<file path="config.mk">
export PLATFORM = sky130hd
export DESIGN_NAME = dmem_arbiter_flat
export DESIGN_NICKNAME = d
export VERILOG_FILES = /design/src/rtl/dmem_arbiter_if.sv /design/src/rtl/dmem_arbiter.sv /design/src/flat_wrapper.sv
export SDC_FILE = /design/constraint.sdc
export NUM_CORES = 1
export LEC_CHECK = 0
export CORE_MARGIN = 5
export CORE_UTILIZATION = 30
export DETAILED_ROUTE_END_ITERATION = 7
export HOLD_SLACK_MARGIN = 0.05
export PLACE_DENSITY_LB_ADDON = 0.2
export SKIP_LAST_GASP = 1
export SYNTH_ARGS = -nofsm -noshare
export SYNTH_HDL_FRONTEND = slang
export SYNTH_SLANG_ARGS = --single-unit
</file>
<file path="constraint.sdc">
create_clock -name clk -period 2.4 [get_ports clk]
set_clock_uncertainty 0.15 [all_clocks]
set_input_delay 0.6 -clock clk [delete_from_list [all_inputs] [get_ports clk]]
set_output_delay 0.6 -clock clk [all_outputs]
set_load 0.005 [all_outputs]
</file>
<file path="src/rtl/dmem_arbiter_if.sv">
// Data-memory sharing bus: CPU port, external requester port and memory port.
// The arbiter takes the slave view; the surrounding system (CPU, loader, RAM)
// takes the master view.
interface dmem_arbiter_if #(
  parameter int ADDR_W = 8,
  parameter int DATA_W = 8
);
  // CPU side
  logic              cpu_req;
  logic              cpu_we;
  logic [ADDR_W-1:0] cpu_addr;
  logic [DATA_W-1:0] cpu_wdata;
  logic [DATA_W-1:0] cpu_rdata;
  logic              cpu_stall;
  // External requester side
  logic              ext_req;
  logic              ext_we;
  logic [ADDR_W-1:0] ext_addr;
  logic [DATA_W-1:0] ext_wdata;
  logic              ext_gnt;
  logic [DATA_W-1:0] ext_rdata;
  logic              ext_rvalid;
  // Memory side
  logic [ADDR_W-1:0] mem_addr;
  logic [DATA_W-1:0] mem_wdata;
  logic              mem_we;
  logic [DATA_W-1:0] mem_rdata;

  modport slave (
    input  cpu_req, cpu_we, cpu_addr, cpu_wdata,
    input  ext_req, ext_we, ext_addr, ext_wdata,
    input  mem_rdata,
    output cpu_rdata, cpu_stall,
    output ext_gnt, ext_rdata, ext_rvalid,
    output mem_addr, mem_wdata, mem_we
  );

  modport master (
    output cpu_req, cpu_we, cpu_addr, cpu_wdata,
    output ext_req, ext_we, ext_addr, ext_wdata,
    output mem_rdata,
    input  cpu_rdata, cpu_stall,
    input  ext_gnt, ext_rdata, ext_rvalid,
    input  mem_addr, mem_wdata, mem_we
  );
endinterface

</file>
<file path="src/rtl/dmem_arbiter.sv">
// Single-port data-memory arbiter between the CPU datapath and an external
// requester. The CPU has default priority; after STARVE_LIMIT consecutive
// blocked external cycles the external side gets a burst of up to BURST_MAX
// grants (stalling the CPU), followed by one cool-down cycle for the CPU.
// Optional macro DMEM_ARB_STATS_EN adds saturating stall/grant counters.
module dmem_arbiter #(
  parameter int ADDR_W       = 8,
  parameter int DATA_W       = 8,
  parameter int STARVE_LIMIT = 4,
  parameter int BURST_MAX    = 16
) (
  input  logic           clk,
  input  logic           rst,
  dmem_arbiter_if.slave  bus
`ifdef DMEM_ARB_STATS_EN
  ,
  output logic [7:0]     stat_stall,
  output logic [7:0]     stat_ext
`endif
);

  localparam int WAIT_W  = $clog2(STARVE_LIMIT + 1);
  localparam int BURST_W = $clog2(BURST_MAX + 1);
  localparam logic [WAIT_W-1:0]  WAIT_LAST  = WAIT_W'(STARVE_LIMIT - 1);
  localparam logic [BURST_W-1:0] BURST_LAST = BURST_W'(BURST_MAX - 1);

  typedef enum logic [1:0] {
    S_CPU  = 2'd0,
    S_EXT  = 2'd1,
    S_COOL = 2'd2
  } state_e;

  state_e             state_q, state_d;
  logic [WAIT_W-1:0]  wait_cnt_q, wait_cnt_d;
  logic [BURST_W-1:0] burst_cnt_q, burst_cnt_d;
  logic [DATA_W-1:0]  ext_rdata_q;
  logic               ext_rvalid_q;

  logic               ext_gnt;
  logic               cpu_stall;
  logic [ADDR_W-1:0]  mem_addr_c;
  logic [DATA_W-1:0]  mem_wdata_c;
  logic               mem_we_c;

  // Next-state, counter updates and grant/stall decode.
  always_comb begin
    // NOTE: every signal gets a default before the case so no path leaves it
    // unassigned; otherwise synthesis infers a latch.
    state_d     = state_q;
    wait_cnt_d  = wait_cnt_q;
    burst_cnt_d = burst_cnt_q;
    ext_gnt     = 1'b0;
    cpu_stall   = 1'b0;

    unique case (state_q)
      S_CPU: begin
        ext_gnt = bus.ext_req & ~bus.cpu_req;
        if (bus.ext_req && bus.cpu_req) begin
          if (wait_cnt_q == WAIT_LAST) begin
            state_d    = S_EXT;
            wait_cnt_d = '0;
          end else begin
            wait_cnt_d = wait_cnt_q + 1'b1;
          end
        end else begin
          wait_cnt_d = '0;
        end
      end

      S_EXT: begin
        ext_gnt    = bus.ext_req;
        // When the requester drops out, this cycle goes back to the CPU.
        cpu_stall  = bus.cpu_req & bus.ext_req;
        wait_cnt_d = '0;
        if (bus.ext_req) begin
          if (burst_cnt_q == BURST_LAST) begin
            state_d     = S_COOL;
            burst_cnt_d = '0;
          end else begin
            burst_cnt_d = burst_cnt_q + 1'b1;
          end
        end else begin
          state_d     = S_CPU;
          burst_cnt_d = '0;
        end
      end

      S_COOL: begin
        wait_cnt_d  = '0;
        burst_cnt_d = '0;
        state_d     = S_CPU;
      end

      default: begin
        wait_cnt_d  = '0;
        burst_cnt_d = '0;
        state_d     = S_CPU;
      end
    endcase

    // Nothing may reach the memory or the CPU while reset is held.
    if (rst) begin
      ext_gnt   = 1'b0;
      cpu_stall = 1'b0;
    end
  end

  // Memory port mux: the external side drives the port only on a grant.
  always_comb begin
    mem_addr_c  = bus.cpu_addr;
    mem_wdata_c = bus.cpu_wdata;
    mem_we_c    = bus.cpu_req & bus.cpu_we & ~cpu_stall;
    if (ext_gnt) begin
      mem_addr_c  = bus.ext_addr;
      mem_wdata_c = bus.ext_wdata;
      mem_we_c    = bus.ext_we;
    end
    if (rst) begin
      mem_we_c = 1'b0;
    end
  end

  // State, counters and the registered external read return.
  always_ff @(posedge clk) begin
    if (rst) begin
      state_q      <= S_CPU;
      wait_cnt_q   <= '0;
      burst_cnt_q  <= '0;
      ext_rvalid_q <= 1'b0;
      ext_rdata_q  <= '0;
    end else begin
      // NOTE: non-blocking assignments so every register samples the values
      // from before this edge, independent of statement order.
      state_q     <= state_d;
      wait_cnt_q  <= wait_cnt_d;
      burst_cnt_q <= burst_cnt_d;
      if (ext_gnt && !bus.ext_we) begin
        ext_rvalid_q <= 1'b1;
        ext_rdata_q  <= bus.mem_rdata;
      end else begin
        ext_rvalid_q <= 1'b0;
      end
    end
  end

  assign bus.ext_gnt    = ext_gnt;
  assign bus.cpu_stall  = cpu_stall;
  assign bus.cpu_rdata  = bus.mem_rdata;
  assign bus.ext_rdata  = ext_rdata_q;
  assign bus.ext_rvalid = ext_rvalid_q;
  assign bus.mem_addr   = mem_addr_c;
  assign bus.mem_wdata  = mem_wdata_c;
  assign bus.mem_we     = mem_we_c;

`ifdef DMEM_ARB_STATS_EN
  logic [7:0] stat_stall_q;
  logic [7:0] stat_ext_q;

  // Saturating counters of CPU stall cycles and external grant cycles.
  always_ff @(posedge clk) begin
    if (rst) begin
      stat_stall_q <= '0;
      stat_ext_q   <= '0;
    end else begin
      if (cpu_stall && stat_stall_q != 8'hFF) stat_stall_q <= stat_stall_q + 8'd1;
      if (ext_gnt && stat_ext_q != 8'hFF)     stat_ext_q   <= stat_ext_q + 8'd1;
    end
  end

  assign stat_stall = stat_stall_q;
  assign stat_ext   = stat_ext_q;
`endif

endmodule
</file>
<file path="src/flat_wrapper.sv">
// flat-port wrapper written by rule: the top's interface ports become plain ports
module dmem_arbiter_flat 
#(
  parameter int ADDR_W       = 8,
  parameter int DATA_W       = 8,
  parameter int STARVE_LIMIT = 4,
  parameter int BURST_MAX    = 16
)
  (clk, rst, bus_cpu_req, bus_cpu_we, bus_cpu_addr, bus_cpu_wdata, bus_ext_req, bus_ext_we, bus_ext_addr, bus_ext_wdata, bus_mem_rdata, bus_cpu_rdata, bus_cpu_stall, bus_ext_gnt, bus_ext_rdata, bus_ext_rvalid, bus_mem_addr, bus_mem_wdata, bus_mem_we);
  dmem_arbiter_if #(.ADDR_W(ADDR_W), .DATA_W(DATA_W)) bus_i ();
  input  logic clk;
  input  logic rst;
  input wire logic [$bits(bus_i.cpu_req)-1:0] bus_cpu_req;
  input wire logic [$bits(bus_i.cpu_we)-1:0] bus_cpu_we;
  input wire logic [$bits(bus_i.cpu_addr)-1:0] bus_cpu_addr;
  input wire logic [$bits(bus_i.cpu_wdata)-1:0] bus_cpu_wdata;
  input wire logic [$bits(bus_i.ext_req)-1:0] bus_ext_req;
  input wire logic [$bits(bus_i.ext_we)-1:0] bus_ext_we;
  input wire logic [$bits(bus_i.ext_addr)-1:0] bus_ext_addr;
  input wire logic [$bits(bus_i.ext_wdata)-1:0] bus_ext_wdata;
  input wire logic [$bits(bus_i.mem_rdata)-1:0] bus_mem_rdata;
  output wire logic [$bits(bus_i.cpu_rdata)-1:0] bus_cpu_rdata;
  output wire logic [$bits(bus_i.cpu_stall)-1:0] bus_cpu_stall;
  output wire logic [$bits(bus_i.ext_gnt)-1:0] bus_ext_gnt;
  output wire logic [$bits(bus_i.ext_rdata)-1:0] bus_ext_rdata;
  output wire logic [$bits(bus_i.ext_rvalid)-1:0] bus_ext_rvalid;
  output wire logic [$bits(bus_i.mem_addr)-1:0] bus_mem_addr;
  output wire logic [$bits(bus_i.mem_wdata)-1:0] bus_mem_wdata;
  output wire logic [$bits(bus_i.mem_we)-1:0] bus_mem_we;
  assign bus_i.cpu_req = bus_cpu_req;
  assign bus_i.cpu_we = bus_cpu_we;
  assign bus_i.cpu_addr = bus_cpu_addr;
  assign bus_i.cpu_wdata = bus_cpu_wdata;
  assign bus_i.ext_req = bus_ext_req;
  assign bus_i.ext_we = bus_ext_we;
  assign bus_i.ext_addr = bus_ext_addr;
  assign bus_i.ext_wdata = bus_ext_wdata;
  assign bus_i.mem_rdata = bus_mem_rdata;
  assign bus_cpu_rdata = bus_i.cpu_rdata;
  assign bus_cpu_stall = bus_i.cpu_stall;
  assign bus_ext_gnt = bus_i.ext_gnt;
  assign bus_ext_rdata = bus_i.ext_rdata;
  assign bus_ext_rvalid = bus_i.ext_rvalid;
  assign bus_mem_addr = bus_i.mem_addr;
  assign bus_mem_wdata = bus_i.mem_wdata;
  assign bus_mem_we = bus_i.mem_we;
  dmem_arbiter #(.ADDR_W(ADDR_W), .DATA_W(DATA_W), .STARVE_LIMIT(STARVE_LIMIT), .BURST_MAX(BURST_MAX)) u_core (.clk(clk), .rst(rst), .bus(bus_i));
endmodule
</file>
Yosys cells after proc, flatten, opt, wreduce, memory -nomap -nowiden
Cells that the tools add are included.
- add/subtract/negate cells: 2
- equal/unequal tests: 6
- multiplexer cells: 17
- bitwise logic cells: 8
- reduce and logical (&&, ||, !) cells: 6
- operator list (cell ; count):
    $mux 8 ; 2
    $mux 5 ; 2
    $pmux 5 s2 ; 1
    $mux 2 ; 4
    $mux 1 ; 6
    $add 5x1->5 const B ; 1
    $eq 5x4->1 const B ; 1
    $and 1x1->1 ; 4
    $ne 2x1->1 const B ; 2
    $not 1->1 ; 4
    $pmux 2 s2 ; 1
    $reduce_or 4->1 ; 1
    $add 3x1->3 const B ; 1
    $eq 3x2->1 const B ; 1
    $ne 3x2->1 const B ; 1
    $reduce_and 3->1 ; 1
    $eq 2x1->1 const B ; 1
    $logic_and 1x1->1 ; 2
    $logic_not 2->1 ; 1
    $pmux 1 s2 ; 1
    $logic_not 1->1 ; 1
- flip-flop bits (word level): 19
- output and inout bits: 36
- logic and storage cells: 44

Longest topological paths before layout
- word-level depth: 7
- mapped depth: 5
- mapped depth without buffers: 4

Worst setup path after synthesis
OpenSTA, ideal clock, no wires.
- kind: input-to-output
- start: input bus_ext_req
- end: output bus_mem_addr[1]
- arrival: 1.504 ns
- data required time: 1.650 ns
- setup slack: 0.146 ns
- stages: 5
- cell sequence: buf_6 > nor3b_4 > nand2_2 > buf_6 > mux2_4
- longest elaborated chain between the ends: 4
- RTL lines (item ; RTL line ; source):
    from (decl) ; flat_wrapper.sv:17 ; input wire logic [$bits(bus_i.ext_req)-1:0] bus_ext_req;
    $and 1x1->1 ; dmem_arbiter.sv:57 ; ext_gnt = bus.ext_req & ~bus.cpu_req;
    $pmux 1 s2 (*) ; dmem_arbiter.sv:55 ; unique case (state_q)
    $mux 1 (*) ; dmem_arbiter.sv:102 ; if (rst) begin
    $mux 8 (*) ; dmem_arbiter.sv:113 ; if (ext_gnt) begin
    to (decl) ; flat_wrapper.sv:27 ; output wire logic [$bits(bus_i.mem_addr)-1:0] bus_mem_addr;
Mark *: on every way between the ends. The rest lies on a longest branch, timed or not.

Final worst setup path
- start: input rst
- end: output bus_mem_wdata[7]
- longest elaborated chain between the ends: 2
- RTL lines (item ; RTL line ; source):
    from (decl) ; flat_wrapper.sv:12 ; input logic rst;
    $mux 1 ; dmem_arbiter.sv:102 ;
    $mux 8 ; dmem_arbiter.sv:113 ;
    to (decl) ; flat_wrapper.sv:28 ; output wire logic [$bits(bus_i.mem_wdata)-1:0] bus_mem_wdata;
No other way between the ends.

==> results by stage <==
Run status:
- The flow ran to the end, but the final reports show violations.
- The final reports fail on setup timing.

Logic synthesis:
- The cell area that synthesis handed to floorplanning was 0.00116 sq mm.
- The net count after synthesis is 173.
- The number of warnings reported in the yosys synthesis log is 0.
- Sorting the synthesized cells by area gives the leading types as sky130_fd_sc_hd__dfxtp_1 (33%), sky130_fd_sc_hd__mux2_4 (13%), sky130_fd_sc_hd__o311ai_1 (6.0%).
- After synthesis the netlist holds a flip-flop and latch count of 19.
- Counting distinct cell types in the post-synthesis netlist gives 30.
- The dominant cell type by area after synthesis is sky130_fd_sc_hd__dfxtp_1.
- The cell count after synthesis is 124.
- The area share of the largest cell type after synthesis is 32.7%.
- The sequential cell area fraction in the yosys report is 32.7%.
- A synthesized cell averages 9.39 sq um.

Pwr:
- The worst supply voltage drop on vdd is 317 uV.
- Dividing total power by cell area gives a power density of 363 mW/mm^2.
- The completed layout was analyzed and its total power is 0.000806 W.
- Summed over all cells, the static leakage comes to 0.979 nW.

Routing:
- In the routed layout, each cell is associated on average with a via count of 4.75.
- Dividing the detail-routed wire length by the instance count gives 15.0 um.
- The first TritonRoute pass finished after 4 iterations.
- In the routed design, unresolved DRC markers number 0.
- The DRC violation total after the first TritonRoute iteration is 32.
- The aggregate routed wire length is 3910 um.
- Across all layers, the routed design uses 1240 vias.
- The number of routed nets with antenna violations is 0.

Floorplan:
- The die span in y is 72.3 um.
- 82 I/O pins were placed.
- The die area is 0.00523 sq mm.
- The die span in x is 72.3 um.
- The floorplan core area is 0.00372 sq mm.
- For this configuration, the core starts out at a cell density of 31.3%.
- The count of standard-cell rows is 22.

Finish:
- Compared with the post-synthesis result, the final layout area differs by 90.3%.
- The fraction of final layout cells sized beyond drive strength 1 is 27.7%.
- The repair_antennas step left the layout with diodes totalling 0.
- The final core utilization is 59.7%.
- The number of non-filler instances in the completed layout is 261.
- The number of nets in the finished design is 263.

Timing:
- In this run the tightest slew margin relative to its limit is 79.6%.
- The top achievable clock speed is 0.401 GHz.
- The final-report hold violation count is 0.
- After layout, the worst setup slack is -90.7 ps.
- Setup violations remaining at the end of the flow were counted as 12.
- The worst path uses 104% of the clock period.
- Counting I/O delays and the setup requirement, the final critical path takes 2490 ps.
- Setup repair after global routing could not meet its margin everywhere.
- The count of final max-slew check failures is 0.
- The actual slew at the worst max-slew pin is 306 ps.

Place:
- During placement, the flow inserted port buffers numbering 81.
- The number of placed instances with taps included is 247.
- The final RePlAce weighted congestion is 0.800.
- The HPWL after detailed placement is 3040 um.
- The worst setup slack before clock tree synthesis is -695 ps.

GRT:
- The via count of the first global-routing pass is 1232.
- The maximum number of pins on one net before global-route repair is 18.
- The overall track demand over capacity in global routing is 14.3%.
- Summed over all layers, the global routing overflow is 0.
- The wire length of the first global-routing pass is 5870 um.
- The initial antenna violation count is 0.

Clocking:
- The later pin in the worst-skew pair is clocked with a latency of 260 ps.
- The total number of H-tree levels is 1.
- TritonCTS built the clock tree.
- The longest clock path from root to sink contains 2 buffers.
- The clock drives 19 sinks.
- The clock tree root driver cell is sky130_fd_sc_hd__clkbuf_8.
- Clock-pin slew was measured on the worst setup and hold paths at 70 ps.
- The CTS buffer count is 3.

Critical path:
- The capturing element type of the critical path is an output port.
- The kind of start point of the critical path is a primary input.
- Along the worst path, the maximum fanout reaches 5.
- For the worst setup path, the data arrival time is 1740 ps.
- The first element of the critical path is rst.
- The critical path class is in -> out.
- The capturing point of the worst reg2reg path is u_core.bus.ext_rdata[5].
- The worst register-to-register path has a setup slack of 790 ps.
- In this run the worst setup path terminates at bus_mem_wdata[7].
- At the worst endpoint, the required time is 1650 ps.
- The worst register-to-register path has a depth of 6.
- The startpoint of the most critical register-to-register path is u_core.state_q[1].

Flow run:
- The max-cap check violation count is 0.

Hold path:
- The worst hold path passes through 2 cells.
- The class of the worst hold path is reg -> reg.
## power by group
group,switching (W),internal [W],total [W]
logic,0.0000772,0.000176,0.000253
clock network,0.000111,0.000117,0.000228
registers,0.00000314,0.000321,0.000324
total,0.000192,0.000614,0.000806
## per-layer routing
layer / wire length, um / track usage [%] / up-vias
li1: - / - / 617
met1: 1570 / 15.4 / 555
met2: 1880 / 26.4 / 62
met3: 390 / 3.32 / 6
met4: 68 / 5.85 / 0
met5: 0 / 0 / -
## cell families after synthesis
family / after synthesis / synth area share [%]
multiplexers: 16 / 18.7
adder cells (fa/ha/maj): 3 / 3.22
flip-flops: 19 / 32.7
buffers and inverters: 30 / 14.3
AND/OR/NAND/NOR: 31 / 15.6
AO/OA/AOI/OAI: 25 / 15.6
## per-stage QoR
step	hold WS, ps	instance area [sq um]	TNS (ps)
2_1_floorplan	249	1160	0
3_3_place_gp	255	2010	-12510
3_5_place_dp	269	2010	-12820
4_1_cts	279	2160	-1130
5_1_grt	299	2220	-1490
6_report	276	2220	-912
## critical path: stages
cell and delay, ps:
sky130_fd_sc_hd__buf_8 100, sky130_fd_sc_hd__nor3b_4 230, sky130_fd_sc_hd__nand2_4 120, sky130_fd_sc_hd__buf_12 150
sky130_fd_sc_hd__buf_4 130, sky130_fd_sc_hd__mux2_4 290, sky130_fd_sc_hd__buf_6 110
## cells in the final DEF (no fill, tap or decap), drive strengths merged
master and instances:
clkdlybuf4s50 59, buf 38, dfxtp 19, mux2 16, inv 14, o311ai 8, o31ai 8, nor2 7
nand2 6, a21oi 5, nand3 4, nand4b 4, ha 3, clkbuf 3, nor3 2, nor2b 2
dlygate4sd2 2, nand2b 1, nor3b 1, or2 1, o211ai 1, o21ai 1, or3b 1, a22oi 1
nand4 1, or3 1, a31oi 1, clkinvlp 1, clkdlybuf4s15 1, dlymetal6s2s 1
## flip-flops by register name, indices dropped and copies added, names as in the netlist
register               cells
u_core.state_q             2
u_core.wait_cnt_q          3
u_core.burst_cnt_q         5
u_core.bus.ext_rvalid      1
u_core.bus.ext_rdata       8
## Yosys cell counts
| cell type | count |
|---|---|
| sky130_fd_sc_hd__nor2_1 | 7 |
| sky130_fd_sc_hd__buf_2 | 1 |
| sky130_fd_sc_hd__mux2_1 | 6 |
| sky130_fd_sc_hd__a21oi_1 | 5 |
| sky130_fd_sc_hd__buf_6 | 3 |
| sky130_fd_sc_hd__nand4b_1 | 4 |
| sky130_fd_sc_hd__nand3_1 | 4 |
| sky130_fd_sc_hd__nand2b_1 | 1 |
| sky130_fd_sc_hd__mux2_4 | 10 |
| sky130_fd_sc_hd__o31ai_1 | 8 |
| sky130_fd_sc_hd__buf_4 | 8 |
| sky130_fd_sc_hd__o211ai_1 | 1 |
| sky130_fd_sc_hd__o21ai_0 | 1 |
| sky130_fd_sc_hd__dfxtp_1 | 19 |
| sky130_fd_sc_hd__ha_1 | 3 |
| sky130_fd_sc_hd__nor2b_1 | 2 |
| sky130_fd_sc_hd__a22oi_1 | 1 |
| sky130_fd_sc_hd__nor3b_4 | 1 |
| sky130_fd_sc_hd__or3_1 | 1 |
| sky130_fd_sc_hd__or2_1 | 1 |
| sky130_fd_sc_hd__o311ai_1 | 8 |
| sky130_fd_sc_hd__nand2_1 | 5 |
| sky130_fd_sc_hd__nand2_2 | 1 |
| sky130_fd_sc_hd__nand4_1 | 1 |
| sky130_fd_sc_hd__clkbuf_1 | 4 |
| sky130_fd_sc_hd__or3b_1 | 1 |
| sky130_fd_sc_hd__a31oi_1 | 1 |
| sky130_fd_sc_hd__inv_2 | 1 |
| sky130_fd_sc_hd__inv_1 | 13 |
| sky130_fd_sc_hd__nor3_1 | 2 |
## worst min-delay path by stage
stage / from / endpoint / slack, ps
2_1_floorplan: u_core.wait_cnt_q[0] / u_core.wait_cnt_q[0] / 250
3_3_place_gp: u_core.wait_cnt_q[0] / u_core.wait_cnt_q[0] / 260
3_5_place_dp: u_core.burst_cnt_q[4] / u_core.burst_cnt_q[4] / 270
4_1_cts: u_core.burst_cnt_q[4] / u_core.burst_cnt_q[4] / 280
5_1_grt: u_core.wait_cnt_q[0] / u_core.wait_cnt_q[0] / 300
6_report: u_core.burst_cnt_q[4] / u_core.burst_cnt_q[4] / 280
## what timing repair did
| action | in CTS | in global routing |
|---|---|---|
| setup endpoints to repair | 19 | 17 |
| pin swaps | 2 | 2 |
| hold buffers | 0 | 0 |
| buffers inserted | 8 | 2 |
| gates cloned | 1 | 0 |
| resized for setup | 100 | 9 |
## area by class of cell
class,instances,area [sq um]
clock buffers,3,41.3
clock inverters,1,7.51
fillers,337,1500
inverters,14,52.6
multi-input cells,75,638
flip-flops and latches,19,380
well taps,48,60.1
repair buffers,101,1040
Power figures use the tool's default switching activity.
==> variant: new RTL, same flow settings <==
`DATA_W` is set to 8 in 3 places; all go to 12.
--- a/src/rtl/dmem_arbiter_if.sv
+++ b/src/rtl/dmem_arbiter_if.sv
@@ -4,5 +4,5 @@
 interface dmem_arbiter_if #(
   parameter int ADDR_W = 8,
-  parameter int DATA_W = 8
+  parameter int DATA_W = 12
 );
   // CPU side
--- a/src/rtl/dmem_arbiter.sv
+++ b/src/rtl/dmem_arbiter.sv
@@ -6,5 +6,5 @@
 module dmem_arbiter #(
   parameter int ADDR_W       = 8,
-  parameter int DATA_W       = 8,
+  parameter int DATA_W       = 12,
   parameter int STARVE_LIMIT = 4,
   parameter int BURST_MAX    = 16
--- a/src/flat_wrapper.sv
+++ b/src/flat_wrapper.sv
@@ -3,5 +3,5 @@
 #(
   parameter int ADDR_W       = 8,
-  parameter int DATA_W       = 8,
+  parameter int DATA_W       = 12,
   parameter int STARVE_LIMIT = 4,
   parameter int BURST_MAX    = 16
Interface: changed (6 resized); port bits go from 82 to 106. The function was not compared with the original's and may differ.
==> variant against the unedited design <==
  * The run still ends with setup timing left
  * Sequential cell count increased by 4
  * Global-route usage is 0.19 points lower
  * Area after synthesis increased by 22%
  * Worst hold slack improved by 0.0076 ns
  * Routed wire length up 22%
  * Power grew 19%
  * Cell area increased by 23%
  * First-iteration DRC count decreased by 56%
  * Sequential power rose by 22%
  * Via count is 21% higher
  * Sequential share of layout area decreased by 0.29 points
  * Register-to-register slack improved by 0.05 ns
  * Setup slack better by 0.071 ns
  * Largest cell class unchanged
  * Highest routed layer unchanged
==> variant: results (changes against the unedited design) <==
| Metric | Value |
|---|---|
| Status | `finished, violations left` |
| Failing checks | `setup timing` |
| # port buffers | `105 (+30%)` |
| PD cells | `351 nW/um2 (-3.4%)` |
| Setup ws final | `-0.0200 ns (+0.0707 ns)` |
| Via count | `1505 (+21%)` |
| TNS Setup | `-0.144 ns (+0.768 ns)` |
| M1 WL | `2050 um (+30%)` |
| Multiplexer area fraction after synthesis | `18.5% (-0.19 points)` |
| Sequential power share | `41.1% (+0.8 points)` |
| Number of flip-flops under the largest register name | `12 (+4)` |
| Critical path's largest stage delay | `0.31 ns (+0.02 ns)` |
| Area contributors post-synth | `dfxtp_1, mux2_4, buf_4` |
| Routability Congestion | `0.689 (-14%)` |
| Met1 global-route usage | `16.5% (+1.0 points)` |
| # setup viols final | `18 (+6)` |
| Inst Count DP | `301 (+22%)` |
| Area post-placement | `2520 um2 (+25%)` |
| Max-slew headroom | `73.5% (-6.1 points)` |
| Comb group | `0.000324 W (+28%)` |
| Total track usage | `14.1% (-0.19 points)` |
| Post-CTS resize count | `127 (+27%)` |
| Max IR drop VDD | `0.222 mV (-30%)` |
| Post-synth top cells | `dfxtp_1, inv_1, buf_4, o31ai_1, mux2_4` |
| Internal power | `0.000733 W (+19%)` |
| Syn Area/Cell | `9.47 um2 (+0.78%)` |
| Fin nets | `319 (+21%)` |
| Hpwl dp | `3620 um (+19%)` |
| Mapped Nets | `211 (+22%)` |
| Largest net degree at the start of global routing | `26 (+8)` |
| Worst reg2reg path depth | `3 (-3)` |
| First-pass GRT wire length | `7040 um (+20%)` |
| Met3 GRT Util | `3.97% (+0.64 points)` |
## variant: cell count changes in the layout (fill, tap and decap cells not counted), sizes merged, moves of 3 or more
cell	before	now
dfxtp	19	23
o311ai	8	12
buf	38	42
o31ai	8	12
clkdlybuf4s50	59	80
inv	14	17
mux2	16	20
## variant: area by class of cell
class                   instances  area [um2]  area share (%)
repair buffers                125        1300            47.7
multi-input cells              88         792            29.0
flip-flops and latches         23         460            16.9
well taps                      54        67.6            2.47
inverters                      17        63.8            2.34
clock buffers                   4        45.0            1.65
## variant: final timing paths
check / endpoint / slack (ns)
max reg2reg: u_core.bus.ext_rdata[0] / 0.84
max: bus_mem_wdata[9] / -0.02
min: u_core.burst_cnt_q[4] / 0.28
min reg2reg: u_core.burst_cnt_q[4] / 0.28
## variant: worst register-to-register path, stage by stage (launching register included)
cell and delay, ns:
dfxtp_1 0.36, or3b_4 0.51, o311ai_0 0.31, o31ai_1 0.12
